[config.mk]
export PLATFORM = sky130hd
export DESIGN_NAME = square_period_detector
export DESIGN_NICKNAME = d
export VERILOG_FILES = /design/src/rtl/square_period_detector.sv
export SDC_FILE = /design/constraint.sdc
export NUM_CORES = 1
export LEC_CHECK = 0
export ABC_AREA = 1
export BUFFER_PORTS_ARGS = -buffer_cell sky130_fd_sc_hd__buf_2
export CAP_MARGIN = 40
export CORE_MARGIN = 5
export CORE_UTILIZATION = 62
export DETAILED_ROUTE_END_ITERATION = 8
export GPL_ROUTABILITY_DRIVEN = 0
export GPL_TIMING_DRIVEN = 0
export PLACE_DENSITY = 0.83
export SYNTH_ARGS = -nofsm -noshare
export SYNTH_HDL_FRONTEND = slang
export SYNTH_SLANG_ARGS = --single-unit
[constraint.sdc]
create_clock -name clock -period 2.8 [get_ports clock]
set_clock_uncertainty 0.05 [all_clocks]
set_input_delay 0.56 -clock clock [delete_from_list [all_inputs] [get_ports clock]]
set_output_delay 0.56 -clock clock [all_outputs]
set_load 0.01 [all_outputs]
[src/rtl/square_period_detector.sv]
// Recovers the note period of a signed sample stream by timing successive
// negative-to-positive crossings, with a hysteresis band to reject noise.
module square_period_detector #(
    parameter int THRESH     = 100000000,
    parameter int MIN_PERIOD = 16,
    parameter int MAX_PERIOD = 2000000,
    parameter int TOL        = 4
) (
    input  logic        clock,
    input  logic        resetn,
    input  logic        sample_en,
    input  logic [31:0] audio_in,
    output logic [31:0] period,
    output logic        period_valid,
    output logic        note_present,
    output logic        locked
);

    typedef enum logic [1:0] {
        IDLE,
        ARMED,
        MEASURE
    } state_t;

    localparam logic signed [31:0] POS_LIMIT = THRESH;
    localparam logic signed [31:0] NEG_LIMIT = -THRESH;
    localparam logic [31:0]        MIN_COUNT = MIN_PERIOD;
    localparam logic [31:0]        MAX_COUNT = MAX_PERIOD;
    localparam logic [32:0]        TOL_DIFF  = 33'(TOL);

    state_t      state;
    state_t      state_next;
    logic        sign;
    logic        sign_next;
    logic [31:0] count;
    logic [31:0] count_next;
    logic [31:0] last_period;
    logic [31:0] last_period_next;
    logic [31:0] period_next;
    logic        period_valid_next;
    logic        note_present_next;
    logic        locked_next;

    logic        is_pos;
    logic        is_neg;
    logic        rising;
    logic [32:0] diff;
    logic        within_tol;

    // sign is 1 for POS, 0 for NEG; band samples never touch it
    assign is_pos = $signed(audio_in) > POS_LIMIT;
    assign is_neg = $signed(audio_in) < NEG_LIMIT;
    assign rising = is_pos && !sign;

    always_comb begin
        if (count >= last_period) begin
            diff = {1'b0, count} - {1'b0, last_period};
        end else begin
            diff = {1'b0, last_period} - {1'b0, count};
        end
    end

    assign within_tol = (diff <= TOL_DIFF);

    always_comb begin
        state_next        = state;
        sign_next         = sign;
        count_next        = count;
        last_period_next  = last_period;
        period_next       = period;
        period_valid_next = 1'b0;
        note_present_next = note_present;
        locked_next       = locked;

        if (sample_en) begin
            if (is_pos) begin
                sign_next = 1'b1;
            end else if (is_neg) begin
                sign_next = 1'b0;
            end

            case (state)
                IDLE: begin
                    if (is_pos || is_neg) begin
                        state_next = ARMED;
                    end
                end
                ARMED: begin
                    if (rising) begin
                        count_next = 32'd1;
                        state_next = MEASURE;
                    end
                end
                MEASURE: begin
                    // an accepted event wins over a timeout on the same sample
                    if (rising && (count >= MIN_COUNT)) begin
                        period_next       = count;
                        last_period_next  = count;
                        count_next        = 32'd1;
                        period_valid_next = 1'b1;
                        note_present_next = 1'b1;
                        locked_next       = note_present && within_tol;
                    end else if (count < MAX_COUNT) begin
                        count_next = count + 32'd1;
                    end else begin
                        state_next        = IDLE;
                        count_next        = 32'd0;
                        period_next       = 32'd0;
                        last_period_next  = 32'd0;
                        note_present_next = 1'b0;
                        locked_next       = 1'b0;
                    end
                end
                default: begin
                    state_next = IDLE;
                end
            endcase
        end
    end

    always_ff @(posedge clock or negedge resetn) begin
        if (!resetn) begin
            state        <= IDLE;
            sign         <= 1'b0;
            count        <= 32'd0;
            last_period  <= 32'd0;
            period       <= 32'd0;
            period_valid <= 1'b0;
            note_present <= 1'b0;
            locked       <= 1'b0;
        end else begin
            state        <= state_next;
            sign         <= sign_next;
            count        <= count_next;
            last_period  <= last_period_next;
            period       <= period_next;
            period_valid <= period_valid_next;
            note_present <= note_present_next;
            locked       <= locked_next;
        end
    end

endmodule

# == Word level (Yosys, flattened, before mapping) ==
# Index checks and enable logic that the tools add are counted.
# classes
addsub,3
magnitude_cmp,6
n_eq_ne,7
muxes,20
n_reduce_logical,12
# ops
cell,count
two-way mux 32 bit,5
subtractor 32 x 32 -> 33 bit,2
case mux 32 bit (2 select lines),1
<= comparator 33 x 3 -> 1 bit (second input constant),1
two-way mux 33 bit,1
adder 32 x 1 -> 32 bit (second input constant),1
>= comparator 32 bit,1
>= comparator 32 x 5 -> 1 bit (second input constant),1
greater-than comparator 32 x 28 -> 1 bit (second input constant),1
less-than comparator 32 x 21 -> 1 bit (second input constant),1
less-than comparator 32 x 28 -> 1 bit (second input constant),1
inequality test 2 bit (second input constant),5
two-way mux 1 bit,8
two-way mux 2 bit,4
case mux 2 bit (3 select lines),1
AND reduction 3 bit,2
AND reduction 5 bit,1
nonzero test 2 bit,2
logical AND 1 bit,3
== test 2 x 1 -> 1 bit (second input constant),1
== test 2 bit (second input constant),1
zero test 2 bit,1
AND reduction 2 bit,1
zero test 1 bit,1
logical OR 1 bit,1
# word_totals
ff_bits,70
in_bits,35
out_inout_bits,35
elab_cells,55

# == Longest topological paths before layout ==
# logic_depth
word_depth,6
depth_mapped,23
depth_no_buf,22

# == Worst setup path after synthesis ==
# Ideal clock, no wire load.
# synth_timing
path_type,register to register
from,register last_period[16]
to,register locked
setup_time_ns,0.065
t_arrival_ns,2.265
required_time_ns,2.685
slack_ns,0.420
stages_incl_launch_ff,20
n_path_buf,2
period_less_slack_ns,2.380
cell_sequence,dfrtp_1 -> inv_1 -> ha_1 -> buf_2 -> a21oi_1 -> o21ai_1 -> a21oi_1 -> nand2_4 -> nand2_2 -> nand2_4 -> buf_6 -> nand2_1 -> nand2_1 -> nand2_1 -> nand2_1 -> nor2_1 -> nand2_1 -> nor2_1 -> nand4_1 -> nand2_1
# synth_via
elab_chain_len,5
elab_cells_between_ends,7
classes_between,2 x add/sub; 2 x order compare; 2 x mux; 1 x reduce/logical
# synth_lines
item,line_no,text
from (decl),37,logic [31:0] last_period;
from (signal assigned),135,last_period <= last_period_next;
"subtractor 32 x 32 -> 33 bit, or another cell as far along",59,"diff = {1'b0, last_period} - {1'b0, count};"
two-way mux 33 bit *,56,if (count >= last_period) begin
<= comparator 33 x 3 -> 1 bit *,63,assign within_tol = (diff <= TOL_DIFF);
logical AND 1 bit *,102,locked_next = note_present && within_tol;
two-way mux 1 bit *,96,if (rising && (count >= MIN_COUNT)) begin
to (signal assigned),139,locked <= locked_next;
to (decl),16,output logic locked
# Mark *: on every way between the ends. The rest lies on a longest branch, timed or not.
# A chain may end at the register's enable or synchronous reset.

# == Worst setup path after layout ==
# layout_timing
from,register count[16]
to,register locked
# layout_via
elab_chain_len,5
elab_cells_between_ends,12
classes_between,2 x add/sub; 4 x order compare; 1 x eq/ne; 2 x mux; 3 x reduce/logical
# layout_lines
item,line_no,text
from (decl),35,logic [31:0] count;
from (signal assigned),134,count <= count_next;
"subtractor 32 x 32 -> 33 bit, or another cell as far along",59,
two-way mux 33 bit,56,
<= comparator 33 x 3 -> 1 bit,63,
logical AND 1 bit,102,
two-way mux 1 bit,96,
# Several ways; a longest one is shown, not always the timed one.

==> run_results.csv <==
group,metric,value,unit
pwr,clkPwrFrac,0.105,
logic_synthesis,synth_xor_area_frac,0.0234,
outcome,status,"finished with violations",
clock_tree,cts_max_level,3,
logic_synthesis,synth-simple-area-share,0.386,
clock_tree,cts_buffer_depth,2,
grt,grt_pass1_vias,8642,
clock_tree,cts-root-buf,"clkbuf_16",
timing,tightestPinTransition,0.878,ns
logic_synthesis,synth_top_family_by_area,"simple AND/OR/NAND/NOR gates",
route,ant_nets,0,
floorplanning,die_w,123,um
logic_synthesis,synth_compound_area_frac,0.134,
timing,slew_headroom,0.414,
pwr,p_seq_frac,0.131,
floorplanning,pin_count,70,
critical_path,startpoint_type,"flop",
critical_path,worstPathArrival,3.14,ns
pwr,power.density,1160,mW/mm^2
placed_design,post-dp-hpwl,19500,um
grt,track_usage,0.352,
grt,antenna_found_initial,0,
layout,layout_common_cells,"nand2_1 (366), inv_1 (198), nor2_1 (118)",
timing,report.final.slew_viol_count,0,
logic_synthesis,synth_fa_ha_area_frac,0.105,
worst_hold_path,hold_class,"in -> async",
clock_tree,cts_buffers,9,
layout,multi_input_area,0.00593,sq mm
timing,setup_ws,-0.112,ns
timing,holdWs,0.0436,ns
layout,register_area,0.00177,sq mm
critical_path,cp.required,3.03,ns
logic_synthesis,synth_edf_count,0,
layout,fillers,806,
logic_synthesis,yosys.cell_types.count,41,
timing,finalSetupViolations,15,
pwr,p_sw,6.52,mW
logic_synthesis,ys_warn_count,0,
timing,hold_viol,0,
grt,grt_pass1_wl,41800,um
clock_tree,cts_tree,"done",
grt,grt_max_degree,52,
logic_synthesis,syn_avg_cell_area,5.99,sq um
route,dr.first_iter.drc_count,2132,
route,viasPerCell,6.26,
route,wl_per_cell,19.1,um
timing,min_period,2.91,ns
route,vias,10300,
layout,design_area,0.0102,sq mm
pwr,p_leak,5.40,nW
placed_design,postPlaceCellArea,0.00844,sq mm
logic_synthesis,synthArstFlopShare,1.00,
layout,drive_above_1_share,0.253,
pwr,p_int,5.27,mW
pwr,peakVddDrop,0.000812,V
layout,final_nets,1564,
critical_path,r2r_slack,-0.11,ns
clock_tree,clock_latency,0.35,ns
timing,post-route-period-util,1.04,
job,drv_cap,0,
timing,clock.fmax,0.343,GHz
layout,final_util,0.816,
clock_tree,postCtsHoldBufs,0,
placed_design,io_buffers,69,
route,remaining_drc_errors,3,
outcome,failed_checks,"DRC, setup timing",
clock_tree,cts_sinks,70,
floorplanning,design.core.area,0.0125,sq mm
layout,areaGrowthSynthToFinish,30.1,%
critical_path,crit_fanout,4,
floorplanning,core.rowCount,41,
critical_path,crit_path_end_kind,"flop",
grt,globalRouteOverflowTotal,0,
logic_synthesis,synthCells,1310,
layout,final_common_cell,"nand2_1",
logic_synthesis,ys_seq_area_frac,0.223,
logic_synthesis,synth_area,0.00785,sq mm
route,routed_wl,31300,um
layout,diodes,0,
logic_synthesis,yosys_most_used_dff,"dfrtp_1",
floorplanning,start_util,0.627,
pwr,switching_share,0.553,
logic_synthesis,synth_mux_area_frac,0,
floorplanning,die_area,0.0150,sq mm
timing,grt_setup_unrepaired,"yes",
critical_path,crit_type,"reg -> reg",
route,dr.pass1.iters,9,
floorplanning,die_y,123,um
pwr,combPwrFrac,0.764,
logic_synthesis,synth.net_count,1411,
logic_synthesis,ys_ff_latch,70,
clock_tree,path_clk_slew,0.07,ns
[cells in the mapped netlist (5+ instances only)]
library cell    n  area [sq um]
nand2_2         8          50.1
o21bai_1       14           105
nand3_1        92           460
o21ai_0        38           190
a21oi_1        73           365
o22ai_1        42           263
nor2_1        130           488
nand2_1       413          1550
dfrtp_1        70          1750
buf_2          11          55.1
ha_1           66           826
inv_2          12          45.0
xor2_1         18           158
nand4_1        22           138
o21a_1          5          37.5
nor4_1          6          37.5
nor2_2          8          50.1
nor3_1         14          70.1
nor2_4          6          67.6
inv_1         221           830
[per-stage QoR]
step / worst slack, ns / cells / TNS [ns] / power, mW
CTS: 0.00237 / 1580 / 0 / 9.92
global placement: -0.211 / 1551 / -0.211 / 8.01
floorplan: 0.420 / 1310 / 0 / 6.34
finish: -0.112 / 1640 / -0.616 / 11.8
detailed placement: -0.226 / 1552 / -0.226 / 8.09
global route: -0.243 / 1640 / -1.04 / 12.5
[cells by family after synthesis]
kind of cell	after synthesis
AND/OR/NAND/NOR	713
AO/OA/AOI/OAI	185
flip-flops	70
adder cells (fa/ha/maj)	66
buffers and inverters	255
XOR/XNOR	21
[timing repair]
item,4_1_cts,5_1_grt
gates resized for setup,88,143
gates cloned,0,2
buffers inserted,13,58
pin swaps,12,48
setup endpoints to repair,1,2
[registers in the layout (all words and copies together), names as in the netlist]
register      flops
sign              1
note_present      1
state             2
last_period      32
locked            1
period_valid      1
count            32
[worst max-delay path, stage by stage, from the launching register on]
cell and delay [ns]:
dfrtp_2 0.41, buf_4 0.13, buf_4 0.10, inv_1 0.07
ha_1 0.22, a21oi_1 0.22, o21ai_0 0.15, a21oi_1 0.36
nand3_1 0.17, xor2_1 0.17, nand3_1 0.09, nand2_1 0.10
nand3_1 0.09, nor2_2 0.14, nand4_1 0.23, nand2_1 0.12
[per-layer routing]
metal | track usage | part of all wire
met1 | 0.481 | 0.36
met2 | 0.543 | 0.42
met3 | 0.0627 | 0.14
met4 | 0.165 | 0.085
met5 | 0 | 0
[final cells by class]
cell class,instances,share of cell area
repair buffers,143,0.0923
multi-input cells,985,0.581
flip-flops and latches,70,0.173
clock inverters,4,0.00527
inverters,236,0.0873
well taps,172,0.0211
clock buffers,12,0.0261
plain buffers,18,0.0141
[final timing paths]
path | from | endpoint | cells past startpoint
hold / removal | resetn | last_period[5]$_DFFE_PN0P_ | 1
setup / recovery | count[16]$_DFFE_PN0P_ | locked$_DFFE_PN0P_ | 15
max in group asynchronous | resetn | count[24]$_DFFE_PN0P_ | 2
hold reg to reg | locked$_DFFE_PN0P_ | locked$_DFFE_PN0P_ | 2
min in group clock | locked$_DFFE_PN0P_ | locked$_DFFE_PN0P_ | 2
setup reg to reg | count[16]$_DFFE_PN0P_ | locked$_DFFE_PN0P_ | 15
[power by group through the flow]
stage                     Sequential, mW  Combinational, mW  Clock [mW]
final                               1.55               9.01        1.24
after global placement              1.52               6.49           0
after global routing                1.57               9.65        1.30
after detailed placement            1.53               6.55           0
after CTS                           1.50               7.18        1.23
after floorplan                     1.60               4.74           0
Power figures use the tool's default switching activity.
